File: src/rtl/dnn_train_sequencer.sv
// Training-schedule controller: aligns to the DNN block cycle, walks training-case
// addresses across epochs and steps the learning-rate shift on a fixed epoch schedule.
module dnn_train_sequencer #(
  parameter int TC              = 12544,
  parameter int EPOCHS          = 10,
  parameter int CPC             = 18,
  parameter int ETA_W           = 4,
  parameter int ETA_INIT        = 3,
  parameter int ETA_MAX         = 7,
  parameter int ETA_STEP_EPOCHS = 2
) (
  input  logic                        clk,
  input  logic                        reset,
  input  logic                        start,
  input  logic                        pause,
  input  logic [$clog2(CPC)-1:0]      cycle_index,
  output logic [$clog2(TC)-1:0]       tc_addr,
  output logic [$clog2(CPC-2)-1:0]    sel_network,
  output logic [ETA_W-1:0]            etapos,
  output logic [$clog2(EPOCHS+1)-1:0] epoch,
  output logic                        feed_valid,
  output logic                        case_done,
  output logic                        done
);
  localparam int CI_W     = $clog2(CPC);
  localparam int SEL_W    = $clog2(CPC-2);
  localparam int TC_W     = $clog2(TC);
  localparam int EP_W     = $clog2(EPOCHS+1);
  localparam int STEP_DIV = (ETA_STEP_EPOCHS == 0) ? 1 : ETA_STEP_EPOCHS;

  typedef enum logic [2:0] {IDLE, ALIGN, RUN, PAUSE, DONE} state_t;

  state_t           state_q;
  logic [TC_W-1:0]  tc_q, tc_d;
  logic [EP_W-1:0]  epoch_q, epoch_d;
  logic [ETA_W-1:0] eta_q, eta_d;
  logic             feed_q, case_done_q, done_q;
  logic             bnd, pre_bnd, wrap, last_case, eta_step;
  logic [CI_W-1:0]  sel_full;
  logic [31:0]      epoch_plus1;

  assign bnd         = (cycle_index == CI_W'(CPC-1));
  assign pre_bnd     = (cycle_index == CI_W'(CPC-2));
  assign sel_full    = cycle_index - CI_W'(2);
  assign sel_network = sel_full[SEL_W-1:0];
  assign epoch_plus1 = 32'(epoch_q) + 32'd1;
  assign eta_step    = (ETA_STEP_EPOCHS != 0) && ((epoch_plus1 % 32'(STEP_DIV)) == 32'd0);

  always_comb begin
    wrap      = (tc_q == TC_W'(TC-1));
    tc_d      = wrap ? '0 : tc_q + TC_W'(1);
    epoch_d   = wrap ? epoch_q + EP_W'(1) : epoch_q;
    eta_d     = (wrap && eta_step && (eta_q < ETA_W'(ETA_MAX))) ? eta_q + ETA_W'(1) : eta_q;
    last_case = wrap && (epoch_q == EP_W'(EPOCHS-1));
  end

  always_ff @(posedge clk) begin
    if (reset) begin
      state_q     <= IDLE;
      tc_q        <= '0;
      epoch_q     <= '0;
      eta_q       <= ETA_W'(ETA_INIT);
      feed_q      <= 1'b0;
      case_done_q <= 1'b0;
      done_q      <= 1'b0;
    end else begin
      case_done_q <= 1'b0;
      case (state_q)
        IDLE: if (start) state_q <= ALIGN;
        ALIGN: begin
          if (bnd) begin
            state_q <= RUN;
            feed_q  <= 1'b1;
          end
        end
        RUN: begin
          // Registered pulse: raised one clock early so it is high during the bnd clock
          case_done_q <= pre_bnd;
          if (bnd) begin
            tc_q    <= tc_d;
            epoch_q <= epoch_d;
            eta_q   <= eta_d;
            if (last_case) begin
              state_q <= DONE;
              feed_q  <= 1'b0;
              done_q  <= 1'b1;
            end else if (pause) begin
              state_q <= PAUSE;
              feed_q  <= 1'b0;
            end
          end
        end
        PAUSE: begin
          if (bnd && !pause) begin
            state_q <= RUN;
            feed_q  <= 1'b1;
          end
        end
        DONE: begin
          if (start) begin
            state_q <= ALIGN;
            tc_q    <= '0;
            epoch_q <= '0;
            eta_q   <= ETA_W'(ETA_INIT);
            done_q  <= 1'b0;
          end
        end
        default: state_q <= IDLE;
      endcase
    end
  end

  assign tc_addr    = tc_q;
  assign epoch      = epoch_q;
  assign etapos     = eta_q;
  assign feed_valid = feed_q;
  assign case_done  = case_done_q;
  assign done       = done_q;
endmodule
File: config.mk
export PLATFORM = sky130hd
export DESIGN_NAME = dnn_train_sequencer
export DESIGN_NICKNAME = d
export VERILOG_FILES = /design/src/rtl/dnn_train_sequencer.sv
export SDC_FILE = /design/constraint.sdc
export NUM_CORES = 1
export LEC_CHECK = 0
export CAP_MARGIN = 20
export CORE_MARGIN = 2
export CORE_UTILIZATION = 41
export DETAILED_ROUTE_END_ITERATION = 12
export PLACE_DENSITY = 0.67
export SYNTH_ARGS = -nofsm -noshare
export SYNTH_HDL_FRONTEND = slang
export SYNTH_SLANG_ARGS = --single-unit
export TNS_END_PERCENT = 10
File: constraint.sdc
create_clock -name clk -period 1.9 [get_ports clk]
set_input_delay 0.38 -clock clk [delete_from_list [all_inputs] [get_ports clk]]
set_output_delay 0.38 -clock clk [all_outputs]
set_load 0.03 [all_outputs]
# Word level (Yosys, flattened, before mapping)
# Cells that the tools add are included.
# totals
word_cells	77
out_inout_bits	29
inputBits	9
ff_bits	28
# op_classes
reduce_logical	17
order_cmp	1
addsub	5
bitwise	1
muxes	29
eq_ne	17
# op_table
op	n
14-bit 2-to-1 mux	3
32-bit zero test	1
14-bit one-hot mux with 2 select lines	1
4-bit 2-to-1 mux	6
3-bit 2-to-1 mux	6
4-bit one-hot mux with 2 select lines	2
14-bit by 1-bit adder with 14-bit output (second input constant)	1
14-bit == test (second input constant)	1
2-bit inequality test (second input constant)	7
3-bit one-hot mux with 4 select lines	1
4-bit AND reduction	3
5-bit == test (second input constant)	2
5-bit AND reduction	2
4-bit by 1-bit adder with 4-bit output (second input constant)	2
1-bit 2-to-1 mux	8
3-bit by 2-bit == test with 1-bit output (second input constant)	2
4-bit == test (second input constant)	1
1-bit logical AND	4
4-bit by 3-bit less-than comparator with 1-bit output (second input constant)	1
2-bit OR reduction	2
4-bit by 2-bit subtractor with 4-bit output (second input constant)	1
3-bit by 1-bit == test with 1-bit output (second input constant)	1
3-bit == test (second input constant)	1
3-bit zero test	1
10 further kinds	10

# Longest topological paths before layout
# depth
ltp_word	7
mapped_depth	7
ltp_nobuf	5

# Worst setup path after synthesis
# Ideal clock, no wire load.
# synth_path
kind	register to register
from	register tc_q[0], in the netlist tc_addr[0]
to	register epoch_q[3], in the netlist epoch[3]
period_less_slack_ps	1991
setup_time_ps	72
t_required_ps	1828
stages_incl_launch_ff	7
n_path_buf	1
setup_slack_ps	-91
arrival_time_ps	1919
cell_sequence	dfxtp_1 -> ha_1 -> and4_1 -> nand4_2 -> buf_2 -> a211oi_1 -> mux2i_1
# synth_between
elab_chain_len	3
# synth_lines
item	line	source
from (decl)	34	logic [TC_W-1:0] tc_q, tc_d;
from (signal assigned)	80	tc_q <= tc_d;
14-bit == test	50	wrap = (tc_q == TC_W'(TC-1));
2-bit inequality test (no line)	n/a	
4-bit AND reduction (no line)	n/a	
to (signal assigned)	81	epoch_q <= epoch_d;
to (decl)	35	logic [EP_W-1:0] epoch_q, epoch_d;
# Every way passes these cells.
# A chain may end at the register's enable or synchronous reset.

# Final worst setup path
# layout_path
from	register epoch_q[0], in the netlist epoch[0]
to	output epoch[0]
# layout_lines
item	line	source
to (decl)	20	output logic [$clog2(EPOCHS+1)-1:0] epoch,
# No word-level cell between the ends.

==> results_dict.tcl <==
set metrics [dict create \
    status "finished clean" \
    ys.flop_type "dfxtp_1" \
    crit_path_max_incr_delay_ps 710 \
    hold_ws_ps 480 \
    syn_nets 218 \
    ant_nets 0 \
    slowest_stage "clkdlybuf4s50_1" \
    diodes 0 \
    core_sq_mm 0.00400 \
    maxCapViolations 0 \
    start_kind "register" \
    min_period_ps 1840 \
    p_comb_share_pct 16.2 \
    synth_top_area_cell "dfxtp_1" \
    ioPinCount 38 \
    cp.required_ps 1520 \
    peakVddDrop_mv 0.251 \
    clock_skew_ps 5.84 \
    yosysMostFrequentCell "dfxtp_1" \
    numClockSinks 28 \
    r2r_cells 6 \
    gp_congestion 0.934 \
    initial_core_util_pct 42.7 \
    yosysWarnings 0 \
    drive_gt1_share_pct 21.1 \
    wire_per_inst_um 14.6 \
    clk_latency_ps 290 \
    cts_tree "done" \
    min-delay-path-class "register to register" \
    hold_viol_final 0 \
    path_delay_family "buffers and inverters" \
    synth-adder-area-share_pct 3.66 \
    final_util_pct 60.6 \
    final_area_sq_mm 0.00242 \
    synth_xor_area_share_pct 0.512 \
    dieArea_sq_mm 0.00470 \
    synth-edff-count 0 \
    p_sw_mw 0.328 \
    async_flop_share_pct 0 \
    power_mw 1.20 \
    io_buffers 37 \
    antenna_found_initial 0 \
    grt.total_usage_pct 22.5 \
    drtIter0Drc 132 \
    die_x_um 68.6 \
    synth_top_area_share_pct 32.8 \
    path_clk_slew_ps 100 \
    switching_share_pct 27.2 \
    layout.nets 281 \
    crit_fanout 7 \
    rows 23 \
    numCtsBuffers 3 \
    setup_viol 0 \
    syn2layout_area_growth_pct 41.7 \
    synth_area_sq_mm 0.00171 \
    syn_avg_cell_area_sq_um 8.38 \
    ctsHtreeMaxLevel 1 \
    netlist_top_cells_area "dfxtp_1, nand4_1, ha_1" \
    placed_cell_area_sq_mm 0.00235 \
    drc 0 \
    seq_power_share_pct 51.2 \
    path_cells "clkdlybuf4s50_1" \
    rsz0062_at_grt "true" \
    synth_mux_area_share_pct 3.66 \
    slew_viol_final 0 \
    arrival_ps 1460 \
    critical_path_class "register to output port" \
    grt_pass1_wl_um 8040 \
    synthCells 204 \
    setup_tns_ps 0 \
    path_depth 1 \
    via_count 1785 \
    power.density_mw_per_mm2 497 \
    cts.path.max_buffers 2 \
    ys_top_cells_by_count "dfxtp_1, nand2_1, a21oi_1, inv_1, nand4_1" \
    grt_max_degree 16 \
    dr.pass1.iters 4 \
    p_int_mw 0.877 \
    synth_seq_cells 28 \
    finalCritPeriodShare_pct 96.9 \
    seq_area_frac_synth_pct 32.8 \
    ys_types 50 \
    grt_overflow 0 \
    synth_compound_area_share_pct 17.5 \
    wl_um 4620 \
    fmax_mhz 543 \
    power_frac_clock_pct 32.6 \
    p_leak_nw 0.963 \
    cp_num_buf_inv 1 \
    worst_pin_slew_ps 362 \
    cts_root_buffer "clkbuf_8" \
    die_h_um 68.6 \
    grt_pass1_vias 1702 \
    synth_top_family_by_area "simple AND/OR/NAND/NOR gates" \
    routed_via_density 5.65 \
    end_kind "output port" \
    hpwl_um 3460 \
    slew-limit-headroom_pct 75.3 \
    hold_depth 1 \
    hold_buffers 0 \
    yosys.area_share.simple_pct 34.6 \
]
## cell families after synthesis
group / count (synthesis)
buffers and inverters: 29
adder cells (fa/ha/maj): 5
multiplexers: 6
XOR/XNOR: 1
flip-flops: 28
AND/OR/NAND/NOR: 91
AO/OA/AOI/OAI: 44
## flip-flops by register name, indices dropped and copies added, names as in the netlist
signal and count:
tc_addr 14, epoch 4, etapos 4, state_q 3, case_done 1, done 1, feed_valid 1
## cells in the final DEF (no fill, tap or decap), drive strengths merged, types with 2 or more instances in the layout
cell type	instances
and4	4
dfxtp	28
nor2	8
o211ai	3
nor2b	3
or3	5
nand2	15
nand4	12
a22o	2
a31oi	10
clkdlybuf4s50	25
ha	5
and2	3
a211oi	3
clkbuf	4
nor3	8
inv	13
mux2i	4
or4b	3
a41oi	3
a21oi	12
and4bb	2
nor3b	5
nand3b	2
a32oi	2
mux2	2
dlymetal6s2s	4
nand4b	2
nand3	9
nor4	5
dlygate4sd2	4
buf	41
o21ai	4
## through the flow
step | worst slack [ps] | std cells
after floorplan | 24.9 | 204
after global placement | -294 | 312
after detailed placement | -349 | 312
after CTS | 7.51 | 316
after global routing | -44.9 | 316
final | 59.3 | 316
## worst paths after layout
kind	from	endpoint	slack, ps
setup reg to reg	tc_addr[0]$_SDFFE_PP0P_	state_q[2]$_SDFFE_PP0P_	150
setup / recovery	epoch[0]$_SDFFE_PP0P_	epoch[0]	60
hold / removal	done$_SDFFE_PP0P_	done$_SDFFE_PP0P_	480
hold reg to reg	done$_SDFFE_PP0P_	done$_SDFFE_PP0P_	480
## power by group through the flow
stage | Clock, mW | Combinational, mW | Sequential, mW
after floorplan | 0 | 0.0732 | 0.655
after global placement | 0 | 0.195 | 0.630
after detailed placement | 0 | 0.198 | 0.630
after CTS | 0.394 | 0.196 | 0.617
after global routing | 0.414 | 0.213 | 0.620
final | 0.393 | 0.195 | 0.617
## what timing repair did
action                     CTS  global route
setup buffers                0             0
pin swaps                    1             1
cloned                       0             0
setup endpoints to repair    8            24
gates resized for setup      4             6
## layout make-up
class / count / area, sq um
fillers: 355 / 1580
flip-flops and latches: 28 / 563
inverters: 13 / 48.8
multi-input cells: 147 / 1040
clock buffers: 4 / 55.1
repair buffers: 74 / 656
well taps: 50 / 62.6
## routing by layer
layer  vias up  global-route usage, %  routed length, um
met3         7                   2.76                165
li1        894                      -                  -
met1       844                   30.8               2140
met4         0                   8.00                 76
met2        40                   36.2               2240
met5         -                      0                  0
No activity file was read; power rests on OpenSTA's default activity.
